### src/rtl/if_id_pipeline_reg.sv
// IF/ID pipeline register: holds fetched instruction and PC+4, splits the held word into
// decode fields, and counts honoured stall cycles with a saturating counter.
module if_id_pipeline_reg #(
  parameter int unsigned    DATA_W    = 32,
  parameter logic [DATA_W-1:0] NOP_INSTR = '0,
  parameter int unsigned    CNT_W     = 16
) (
  input  logic              clk,
  input  logic              rst_n,
  input  logic              stall_i,
  input  logic              flush_i,
  input  logic              instr_valid_i,
  input  logic [DATA_W-1:0] instr_i,
  input  logic [DATA_W-1:0] pc_plus4_i,
  output logic [DATA_W-1:0] instr_o,
  output logic [DATA_W-1:0] pc_plus4_o,
  output logic              valid_o,
  output logic [5:0]        opcode_o,
  output logic [4:0]        rs_o,
  output logic [4:0]        rt_o,
  output logic [4:0]        rd_o,
  output logic [4:0]        shamt_o,
  output logic [5:0]        funct_o,
  output logic [15:0]       imm_o,
  output logic              ext_en_o,
  output logic [CNT_W-1:0]  stall_cnt_o
);

  always_ff @(posedge clk) begin
    if (!rst_n) begin
      instr_o     <= NOP_INSTR;
      pc_plus4_o  <= '0;
      valid_o     <= 1'b0;
      stall_cnt_o <= '0;
    end else if (flush_i) begin
      // flush wins over stall and does not count as an honoured stall
      instr_o    <= NOP_INSTR;
      pc_plus4_o <= pc_plus4_i;
      valid_o    <= 1'b0;
    end else if (stall_i) begin
      if (stall_cnt_o != '1)
        stall_cnt_o <= stall_cnt_o + 1'b1;
    end else begin
      instr_o    <= instr_valid_i ? instr_i : NOP_INSTR;
      pc_plus4_o <= pc_plus4_i;
      valid_o    <= instr_valid_i;
    end
  end

  assign opcode_o = instr_o[31:26];
  assign rs_o     = instr_o[25:21];
  assign rt_o     = instr_o[20:16];
  assign rd_o     = instr_o[15:11];
  assign shamt_o  = instr_o[10:6];
  assign funct_o  = instr_o[5:0];
  assign imm_o    = instr_o[15:0];

  // andi/ori/xori take a zero-extended immediate; bubbles never request sign extension
  assign ext_en_o = valid_o && !(opcode_o inside {6'h0C, 6'h0D, 6'h0E});

endmodule

### config.mk
export PLATFORM = sky130hd
export DESIGN_NAME = if_id_pipeline_reg
export DESIGN_NICKNAME = d
export VERILOG_FILES = /design/src/rtl/if_id_pipeline_reg.sv
export SDC_FILE = /design/constraint.sdc
export NUM_CORES = 1
export LEC_CHECK = 0
export CAP_MARGIN = 20
export CORE_MARGIN = 2
export CORE_UTILIZATION = 38
export DETAILED_ROUTE_END_ITERATION = 8
export PLACE_DENSITY = 0.82
export SYNTH_ARGS = -nofsm -noshare
export SYNTH_HDL_FRONTEND = slang
export SYNTH_SLANG_ARGS = --single-unit
### constraint.sdc
create_clock -name clk -period 2.1 [get_ports clk]
set_input_delay 0.315 -clock clk [delete_from_list [all_inputs] [get_ports clk]]
set_output_delay 0.315 -clock clk [all_outputs]
set_load 0.05 [all_outputs]
=== Word level (Yosys, flattened, before mapping) ===
Index checks and enable logic that the tools add are counted.
W data, S select, Z words.

* Flip-flop bits (word level): 81
* Logic and storage cells: 20

* Add/subtract/negate cells: 1
* Muxes and demuxes: 3
* Reduce and logical (&&, ||, !) cells: 5
* Bitwise gates (word level): 2
* Equal/unequal tests: 5

{| class="wikitable"
|+ Operators with widths
! operator !! number
|-
| $mux W32 || 3
|-
| $eq A6 B4 Y1 const B || 3
|-
| $add A16 B1 Y16 const B || 1
|-
| $ne A16 B16 Y1 const B || 1
|-
| $reduce_and A3 Y1 || 1
|-
| $reduce_bool A3 Y1 || 1
|-
| $ne A2 B1 Y1 const B || 1
|-
| $not A1 Y1 || 2
|-
| $reduce_or A2 Y1 || 1
|-
| $logic_and A1 B1 Y1 || 1
|-
| $logic_not A1 Y1 || 1
|}

=== Logic depth before layout (Yosys ltp) ===
* Depth after elaboration: 4
* Gate-level depth with buffers: 6
* Mapped depth without buffers: 5

=== Least setup slack after synthesis ===
Ideal clock, no wire load.

* Path type: register to register
* From: register stall_cnt_o[0]
* To: register stall_cnt_o[13]
* Required time: 2.030 ns
* Path buffers: 1
* Setup slack: 0.171 ns
* Period minus slack after synthesis: 1.929 ns
* Arrival: 1.859 ns
* Cell stages (with the launch flop): 7
* Cells stage by stage: dfxtp_1 ha_1 and2_4 and3_4 buf_6 or4_1 a21oi_1

* Longest elaborated chain between the ends: 2
* Elaborated cells between the ends (all ways): 3

{| class="wikitable"
|+ RTL lines
! element !! line !! text
|-
| start, declared || 26 || <nowiki>output logic [CNT_W-1:0] stall_cnt_o</nowiki>
|-
| start signal, assigned || 42 || <nowiki>stall_cnt_o <= stall_cnt_o + 1'b1;</nowiki>
|-
| parallel branches: the longest is 2 deep, another holds $add A16 B1 Y16 || -- ||
|}

Several ways; the timed one is not identified.
A chain may end at the register's enable or synchronous reset.

=== Worst setup path after layout ===
* From: register stall_cnt_o[7]
* To: output stall_cnt_o[7]

No word-level cell between the ends.

==> impl_metrics.toml <==
[final_layout]
area_growth_pct = 57.5
layoutNonFillerInstCount = 655
seqCellArea_um2 = 1620
finish.net_count = 612
multi_input_area_um2 = 1330
fillers = 739
design_area_um2 = 5410
antenna_cells = 0
layout_common_cells = "clkdlybuf4s50_1 (194), dfxtp_1 (81), nand2_1 (78)"
final_common_cell = "clkdlybuf4s50_1"
drive_above_1_share_pct = 6.22

[die]
io_pins = 199
coreArea_um2 = 8760
start_util_pct = 39.2
dieArea_um2 = 9820
fp.dieW_um = 99.1
rows = 34
die_y_um = 99.1

[global_routing]
grt_pass1_wl_mm = 15.2
grt.met2_usage_pct = 32.2
grt_max_degree = 36
globalRouteTotalUtil_pct = 19.0
grt_busiest_layer = "met2"
grt.overflow.total = 0
met3_usage_pct = 5.96
grt_util_met1_pct = 22.3
antenna_found_initial = 0
grt_pass1_vias = 3160

[critical_path]
worstSetupPathType = "flop to primary output"
crit_path_max_incr_delay_ns = 0.85
critPathTopFamily = "buffers and inverters"
path_cells = "clkdlybuf4s50_1"
cp-start-kind = "flop"
cp_data_required_time_ns = 1.78
path_buf_inv = 1
crit_arrival_ns = 1.67
cpMaxStageDelayCell = "clkdlybuf4s50_1"
worstPathMaxFanout = 7
critPathCaptureType = "primary output"

[timing]
min_period_over_period_pct = 94.4
clock-skew-final_ns = 0.00616
setup_slack_ns = 0.118
setup_viol = 0
rsz0062_at_grt = "no"
slew_viol_final = 0
max_freq_mhz = 504
period_needed_ns = 1.98
tightestPinTransition_ns = 0.620
max_slew_margin_pct = 58.5
hold_violations = 0
final.setup.tns_ns = 0

[detailed_routing]
first_pass_iters = 6
wire_per_inst_um = 14.7
wl_mm = 9.60
drtIter0Drc = 129
drc = 0
vias = 3294
ant_nets = 0
viasPerCell = 5.03

[hold_path]
hp-class = "flop to flop"

[yosys]
synth_edf_count = 0
synth_flop_cell = "dfxtp_1"
synth_nets = 471
syn_area_um2 = 3440
ys_ff_latch = 81
synth.yosys.seq_area_share_pct = 47.2
syn_inst = 401
async_flop_share_pct = 0
avgSynthCellArea_um2 = 8.57
yosys_warnings = 0
synth_cell_type_count = 36

[clocking]
path_clk_slew_ns = 0.08
cts_resized = 1
tritoncts = "yes"
cts_root_buf = "clkbuf_8"
numCtsBuffers = 9
cts_hold_buffers = 0
htree_levels = 3
cts_setup_buffers = 0
cts_max_path_buffers = 2
clock-sinks = 81
worstSkewPairLatency_ns = 0.34

[place]
dp_cells = 639
place_congestion = 0.804
pre_cts_ws_ns = -0.0580
port_buffers = 198
place_area_um2 = 5170
place_hpwl_mm = 7.06

[power_and_ir_drop]
power.density_nw_per_um2 = 682
p_leak_nw = 2.01
ir_worst_vdd_mv = 0.387
finalPower_w = 0.00369

[status]
status = "complete, no violations"

[job]
timing.max_cap.violations = 0
## sequential cells by signal, indices dropped and copies added, names as in the netlist
| signal | flops |
|---|---|
| stall_cnt_o | 16 |
| instr_o | 32 |
| valid_o | 1 |
| pc_plus4_o | 32 |
## power breakdown
| part | internal, W | total, W | switching (W) |
|---|---|---|---|
| clock network | 0.000797 | 0.00137 | 0.000577 |
| registers | 0.00159 | 0.00162 | 0.0000338 |
| logic | 0.000287 | 0.000695 | 0.000408 |
| total | 0.00267 | 0.00369 | 0.00102 |
## cell families after synthesis
| group | share of synthesized area (%) |
|---|---|
| AO/OA/AOI/OAI | 15.7 |
| adder cells (fa/ha/maj) | 0.364 |
| buffers and inverters | 14.2 |
| flip-flops | 47.2 |
| multiplexers | 2.04 |
| AND/OR/NAND/NOR | 20.5 |
## final timing paths
kind,startpoint,end,slack (ns),cells past startpoint
max,stall_cnt_o[7],stall_cnt_o[7],0.12,1
min,pc_plus4_o[18],pc_plus4_o[18],0.45,2
max reg2reg,stall_cnt_o[0],stall_cnt_o[15],0.38,5
min reg2reg,pc_plus4_o[18],pc_plus4_o[18],0.45,2
## metal layers
metal | share of wire [%] | routed length (um)
met5 | 0 | 0
met4 | 2.5 | 240
met3 | 9.3 | 894
met2 | 48 | 4650
met1 | 40 | 3820
## synth_stat cells, drive strengths merged, types with 4 or more instances
master	count	share of area (%)
dfxtp	81	47
a21oi	43	6.3
a22oi	32	7.0
nand2	78	8.5
clkbuf	23	2.5
nand4	7	1.9
nor2	34	3.7
nand2b	8	1.5
buf	53	12
mux2i	7	2.0
and4	4	1.0
## through the flow
step | hold slack, ns | utilization (%)
final | 0.452 | 61.8
after global routing | 0.472 | 61.8
after CTS | 0.456 | 61.8
after detailed placement | 0.445 | 59.0
after global placement | 0.437 | 58.7
after floorplan | 0.455 | -
## layout make-up
type,count,area share [%]
clock buffers,10,2.36
flip-flops and latches,81,30.0
inverters,1,0.0694
multi-input cells,243,24.6
well taps,108,2.50
repair buffers,206,38.4
clock inverters,6,2.13
Note: power is estimated with default switching activity, not from simulation.
